<file path="config.mk">
export PLATFORM = sky130hd
export DESIGN_NAME = chacha_stream_ctrl
export DESIGN_NICKNAME = d
export VERILOG_FILES = /design/src/rtl/chacha_stream_ctrl.sv
export SDC_FILE = /design/constraint.sdc
export NUM_CORES = 2
export LEC_CHECK = 0
export ABC_AREA = 1
export CORE_ASPECT_RATIO = 1.75
export CORE_UTILIZATION = 25
export DETAILED_ROUTE_END_ITERATION = 8
export PLACE_DENSITY_LB_ADDON = 0.12
export SLEW_MARGIN = 20
export SYNTH_ARGS = -nofsm -noshare
export SYNTH_HDL_FRONTEND = slang
export SYNTH_SLANG_ARGS = --single-unit
export TNS_END_PERCENT = 100
</file>
<file path="constraint.sdc">
create_clock -name clk_i -period 40.3 [get_ports clk_i]
set_input_delay 10.075 -clock clk_i [delete_from_list [all_inputs] [get_ports clk_i]]
set_output_delay 10.075 -clock clk_i [all_outputs]
set_load 0.02 [all_outputs]
</file>
<file path="src/rtl/chacha_stream_ctrl.sv">
// Keystream controller: loads a session, requests 64-byte ChaCha blocks from an external core,
// buffers each block and XORs it byte-by-byte into the din -> dout stream.
//   state   | meaning
//   IDLE    | waiting for session configuration
//   KICK    | start pulse to block core once it is ready
//   WAIT    | waiting for core_done_i (byte 0)
//   CAPTURE | filling keystream buffer bytes 1..63
//   STREAM  | XORing input bytes; r_drain set once the last byte is taken
//   ERROR   | block counter exhausted, sticky err_o
module chacha_stream_ctrl (
   input  logic         clk_i,
   input  logic         rst_i,
   input  logic         cfg_valid_i,
   output logic         cfg_ready_o,
   input  logic [255:0] key_i,
   input  logic [95:0]  nonce_i,
   input  logic [31:0]  counter_i,
   input  logic         din_valid_i,
   output logic         din_ready_o,
   input  logic [7:0]   din_data_i,
   input  logic         din_last_i,
   output logic         dout_valid_o,
   input  logic         dout_ready_i,
   output logic [7:0]   dout_data_o,
   output logic         dout_last_o,
   output logic [255:0] core_key_o,
   output logic [95:0]  core_nonce_o,
   output logic [31:0]  core_counter_o,
   output logic         core_start_o,
   input  logic         core_ready_i,
   input  logic         core_done_i,
   input  logic [7:0]   core_keystream_i,
   output logic         busy_o,
   output logic         err_o
);

   typedef enum logic [2:0] {
      S_IDLE, S_KICK, S_WAIT, S_CAPTURE, S_STREAM, S_ERROR
   } state_t;

   state_t     r_state;
   state_t     w_state_nxt;
   logic [7:0] r_buf [64];
   logic [5:0] r_wr_ptr;
   logic [5:0] r_rd_ptr;
   logic       r_drain;
   logic       w_din_hs;
   logic       w_dout_hs;
   logic       w_cfg_take;
   logic       w_blk_end;
   logic       w_ctr_max;

   assign w_din_hs   = din_valid_i && din_ready_o;
   assign w_dout_hs  = dout_valid_o && dout_ready_i;
   assign w_cfg_take = (r_state == S_IDLE) && cfg_valid_i;
   assign w_blk_end  = w_din_hs && !din_last_i && (r_rd_ptr == 6'd63);
   assign w_ctr_max  = (core_counter_o == 32'hFFFF_FFFF);

   always_ff @(posedge clk_i or posedge rst_i) begin
      if (rst_i) r_state <= S_IDLE;
      else       r_state <= w_state_nxt;
   end

   always_comb begin
      w_state_nxt = r_state;
      case (r_state)
         S_IDLE:    if (cfg_valid_i) w_state_nxt = S_KICK;
         S_KICK:    if (core_ready_i) w_state_nxt = S_WAIT;
         S_WAIT:    if (core_done_i) w_state_nxt = S_CAPTURE;
         S_CAPTURE: if (r_wr_ptr == 6'd63) w_state_nxt = S_STREAM;
         S_STREAM: begin
            if (r_drain) begin
               if (!dout_valid_o || dout_ready_i) w_state_nxt = S_IDLE;
            end else if (w_blk_end) begin
               w_state_nxt = w_ctr_max ? S_ERROR : S_KICK;
            end
         end
         S_ERROR:   if (cfg_valid_i && !dout_valid_o) w_state_nxt = S_IDLE;
         default:   w_state_nxt = S_IDLE;
      endcase
   end

   always_comb begin
      cfg_ready_o  = 1'b0;
      din_ready_o  = 1'b0;
      core_start_o = 1'b0;
      busy_o       = (r_state != S_IDLE);
      case (r_state)
         S_IDLE:   cfg_ready_o  = 1'b1;
         S_KICK:   core_start_o = core_ready_i;
         S_STREAM: din_ready_o  = !r_drain && (!dout_valid_o || dout_ready_i);
         S_ERROR:  cfg_ready_o  = !dout_valid_o;
         default:  ;
      endcase
   end

   // Keystream buffer holds no reset: it is always refilled before being read.
   always_ff @(posedge clk_i) begin
      if (r_state == S_WAIT && core_done_i)
         r_buf[0] <= core_keystream_i;
      else if (r_state == S_CAPTURE)
         r_buf[r_wr_ptr] <= core_keystream_i;
   end

   always_ff @(posedge clk_i or posedge rst_i) begin
      if (rst_i) begin
         core_key_o     <= '0;
         core_nonce_o   <= '0;
         core_counter_o <= '0;
         err_o          <= 1'b0;
         r_drain        <= 1'b0;
         r_wr_ptr       <= '0;
         r_rd_ptr       <= '0;
         dout_valid_o   <= 1'b0;
         dout_data_o    <= '0;
         dout_last_o    <= 1'b0;
      end else begin
         if (w_cfg_take) begin
            core_key_o     <= key_i;
            core_nonce_o   <= nonce_i;
            core_counter_o <= counter_i;
            err_o          <= 1'b0;
            r_drain        <= 1'b0;
            r_rd_ptr       <= '0;
         end

         if (r_state == S_WAIT && core_done_i) begin
            r_wr_ptr <= 6'd1;
         end else if (r_state == S_CAPTURE) begin
            r_wr_ptr <= r_wr_ptr + 6'd1;
            if (r_wr_ptr == 6'd63) r_rd_ptr <= '0;
         end

         if (w_din_hs) begin
            dout_data_o  <= din_data_i ^ r_buf[r_rd_ptr];
            dout_last_o  <= din_last_i;
            dout_valid_o <= 1'b1;
            r_rd_ptr     <= r_rd_ptr + 6'd1;
            if (din_last_i) r_drain <= 1'b1;
         end else if (w_dout_hs) begin
            dout_valid_o <= 1'b0;
         end

         if (w_blk_end) begin
            if (w_ctr_max) err_o <= 1'b1;
            else           core_counter_o <= core_counter_o + 32'd1;
         end
      end
   end

endmodule
</file>
Word level (Yosys, flattened, before mapping)

Memories as Yosys holds them, arrays and structs flattened.
Cells that the tools add are included.

Add/sub/neg operators: 3
Multiply operators: 0
Div/mod/pow operators: 0
Order comparisons: 0
Eq/ne operators: 15
Shift-type cells: 0
Muxes and demuxes: 39
Bitwise gates (word level): 1
Reduce and logical (&&, ||, !) cells: 18

Operators by type and width:

| kind                    | count |
|---|---|
| $mux W32                | 3 |
| $mux W6                 | 8 |
| $add A32 B1 Y32 const B | 1 |
| $eq A32 B32 Y1 const B  | 1 |
| $mux W3                 | 9 |
| $pmux W3 S6             | 1 |
| $mux W1                 | 16 |
| $add A6 B1 Y6 const B   | 2 |
| $eq A6 B6 Y1 const B    | 2 |
| $ne A2 B2 Y1 const B    | 5 |
| $logic_and A1 B1 Y1     | 8 |
| $mux W8                 | 1 |
| $reduce_or A8 Y1        | 1 |
| $xor A8 B8 Y8           | 1 |
| $reduce_and A7 Y1       | 1 |
| $eq A3 B2 Y1 const B    | 2 |
| $eq A3 B3 Y1 const B    | 2 |
| $ne A3 B3 Y1 const B    | 2 |
| $reduce_bool A2 Y1      | 2 |
| $eq A3 B1 Y1 const B    | 1 |
| $logic_not A1 Y1        | 3 |
| $logic_not A3 Y1        | 1 |
| $reduce_bool A3 Y1      | 1 |
| $pmux W1 S2             | 1 |
| $logic_or A1 B1 Y1      | 1 |

Flip-flop bits (word level): 411
Bits in latches: 0
Bits in writable memories: 512
ROM bits: 0
Bits of input ports: 408
Output and inout bits: 399
Word-level logic and storage cells: 88
Memories: 1

Memory list:

| memory | depth | bits a word | rd ports | clocked after Yosys merged registers in | wr ports | RTL line | text |
|---|---|---|---|---|---|---|---|
| r_buf  | 64    | 8           | 1        | 0                                       | 1        | 43       | `logic [7:0] r_buf [64];` |

Logic depth before layout (Yosys ltp)

Depth in word-level cells: 10
Gate-level depth with buffers: 15
Depth with buffers taken out: 12

Worst setup path before layout

OpenSTA, ideal clock, no wires.

Path kind: input to output
Start: input dout_ready_i
End: output din_ready_o
Arrival time: 10394 ps
Data required time: 30225 ps
Path slack: 19831 ps
Stages on the path: 2
Buffers on the path: 0
Path through: nor2_1 > nor2_2

Cells in the longest elaborated chain, start to end: 3

RTL lines:

| item                | RTL line | text |
|---|---|---|
| start, declared     | 23       | `input logic dout_ready_i,` |
| $logic_or A1 B1 Y1  | 91       | `S_STREAM: din_ready_o = !r_drain && (!dout_valid_o \|\| dout_ready_i);` |
| $logic_and A1 B1 Y1 | 91       |  |
| $mux W1             | 88       | `case (r_state)` |
| end, declared       | 19       | `output logic din_ready_o,` |

No other way between the ends.

Worst setup path in the final report

Ends and elaborated chain as after synthesis.

==> results.md <==
* M3 GR Usage at 5.84%
* Worst-path fanout max at 3
* Die height at 520 um
* Post-CTS Setup Bufs at 0
* DRT iter0 DRCs at 2553
* Arrival time worst endpoint at 11.44 ns
* CP Data Required Time at 30.23 ns
* GRT busiest layer: met2
* Final Hold Slack at 0.470 ns
* Synth top area cells: edfxtp_1 (40%), dfrtp_1 (27%), nand2_1 (18%)
* DPL Wire Length at 136000 um
* Die Wd at 298 um
* TritonCTS Buffers at 95
* Status: complete, no violations
* Combinational cell fraction of total power at 39.5%
* Shortest clock period the worst path allows after layout at 21.52 ns
* Asr flop ratio synth at 44.5%
* Post-synth top area share at 40.1%
* RSZ-0062 raised after global routing: false
* Total congestion overflow at 0
* Critical Path End Type: output pin
* Final Core Density at 34.0%
* Syn Area/Cell at 9.53 um^2
* Total GRT Usage at 22.9%
* Initial antenna violation count at 76
* Dpl cell area at 0.0483 mm^2
* PostCTS Resize Cnt at 0
* Setup_tns at 0 ns
* Register Area at 0.0257 mm^2
* Post-synth top cells: nand2_1 (1867), edfxtp_1 (512), dfrtp_1 (411), nand3_1 (307), nor2_1 (278)
* Hold Fails Final Rpt at 0
* Starting Density at 25.3%
* Yosys warnings at 0
* Final period util at 53.4%
* Fmax at 46.5 MHz
* WS Path Type: input port to output pin
* Hold WC Path Type: register to register
* CTS max path bufs at 3
* Clock power share at 24.7%
* NetSw at 1.50 mW
* Input/output buffers at 806
* Worst VDD drop at 0.0389 mV
* Primary FF master, synth: edfxtp_1
* Num Clock Sinks at 923
* First-pass iteration count of the detailed router at 7
* Mapped cell area at 0.0383 mm^2
* Static Leak at 21.9 nW
* Share of cells above drive strength 1 at 4.55%
* Vias in the first global route at 29800
* Cell Rows at 189
* Nets at 5170
* Register area share after synthesis at 66.9%
* Post-Syn Instances at 4025
* Synthesis-stage register bit count at 923
* Fillers at 15700
* Routability Congestion at 0.931
* Drt total wl at 182000 um
* Cts hold-fix bufs at 0
* Top-count cell post-synth: nand2_1
* Area taken by multi-input logic gates at 0.0110 mm^2
* Area Growth Syn to Fin at 34.6%
* Die area at 0.155 mm^2
* Internal at 2.25 mW
* Total core area at 0.152 mm^2
* Total power draw at 3.75 mW
* Met1 GRT Util at 28.0%
* Pwr/cell area at 72.6 mW/mm^2
* Slew Limit Headroom at 26.6%
* Synth unique cells at 36
* Met2 usage at 38.3%
* Drt drc at 0
* H-tree levels at 3
* Final setup fails at 0
* CTS tree: built
* Crit start category: input port
* Sw frac at 40.0%
* Vias at 31000
* Maximum Capacitance Violations at 0
* Final instance area at 0.0516 mm^2
* Skew final at 0.0312 ns
* Post-synth EDFFs at 512
* Worst skew pair latency at 0.71 ns
* Leading area contributor after synthesis: edfxtp_1
* Reg clk slew, reported paths at 0.06 ns
* Global-route wire length before repair at 247000 um
* DRT antenna net count at 0
* Sequential Power Share at 35.7%
* Clock Tree Root: clkbuf_16
* Syn Nets at 4436
* Worst slew pin tran at 1.10 ns
* Via density at 4.51
* IO Pins at 807
* Pin count of the biggest net entering global routing at 168
* Per-cell routed wire length at 26.5 um
* Slew Limit Fails at 0
cell usage in the layout, fill, tap and decap left out, types with 4 or more instances in the layout:
cell type	n
clkbuf_16	95
nand4_1	8
dfrtp_1	409
clkbuf_1	12
o21ai_0	91
inv_6	7
nor4_1	4
clkdlybuf4s50_1	798
clkbuf_8	13
inv_1	201
edfxtp_1	512
o21ai_1	7
nor2_1	277
a21oi_1	49
clkinvlp_4	5
nand2_1	1866
bufinv_16	9
nor3_1	29
inv_2	4
diode_2	20
buf_2	4
mux2i_1	4
clkinv_2	21
buf_4	32
xnor2_1	4
clkinv_1	9
nand3_1	307
xor2_1	21
path summary, 6_finish.rpt:
| check | cells after the start | slack [ns] | startpoint | end |
|---|---|---|---|---|
| setup / recovery | 4 | 18.78 | dout_ready_i | din_ready_o |
| hold / removal | 2 | 0.47 | core_key_o[125] | core_key_o[125] |
| setup reg to reg | 14 | 35.85 | r_rd_ptr[0] | dout_data_o[6] |
| hold reg to reg | 2 | 0.47 | core_key_o[125] | core_key_o[125] |
| max in group asynchronous | 6 | 27.32 | rst_i | core_key_o[82] |
| min in group asynchronous | 2 | 9.94 | rst_i | core_nonce_o[21] |
metrics by stage:
| stage | std cells | setup WS [ns] |
|---|---|---|
| 2_1_floorplan | 4025 | 18.79 |
| 3_3_place_gp | 6666 | 18.77 |
| 3_5_place_dp | 6666 | 18.79 |
| 4_1_cts | 6841 | 18.78 |
| 5_1_grt | 6861 | 18.73 |
| 6_report | 6862 | 18.78 |
sequential cells by signal, summed over array words and instances, names as in the netlist:
name	count
core_nonce_o	96
r_buf	512
dout_last_o	1
r_drain	1
r_rd_ptr	6
core_counter_o	32
err_o	1
dout_valid_o	1
core_key_o	256
r_state	3
dout_data_o	8
r_wr_ptr	6
kinds of logic after synthesis:
family	share of synthesized area [%]
compound gates	2.06
simple gates	25.9
xor+xnor	0.571
flops	66.9
fa+ha+maj	0.0979
mux	0.104
buf+inv	4.33
power by group through the flow:
stage	combinational, mW	sequential [mW]	clock (mW)
final	1.48	1.34	0.928
after global routing	1.60	1.36	0.984
after CTS	1.50	1.34	0.955
after detailed placement	1.49	1.36	0
after global placement	1.49	1.35	0
after floorplan	0.502	1.55	0
worst max-delay path: stages:
cell and delay [ns]:
clkdlybuf4s50_1 0.41, nor2_1 0.30, nor2_2 0.10, clkdlybuf4s50_1 0.55
per-layer routing:
| layer | share of wire (%) | up-vias |
|---|---|---|
| met2 | 48 | 1206 |
| met3 | 7.4 | 277 |
| li1 | - | 14400 |
| met4 | 4.0 | 2 |
| met5 | 0.0055 | - |
| met1 | 40 | 15100 |
cell type report:
cell class	instances	share of cell area, %
Multi-Input combinational cell	2692	21.4
Timing Repair Buffer	838	16.1
Tap cell	2005	4.86
Clock inverter	54	1.14
Sequential cell	923	49.7
Inverter	209	1.57
Clock buffer	121	5.06
Antenna cell	20	0.0970
No activity file was read; power rests on OpenSTA's default activity.
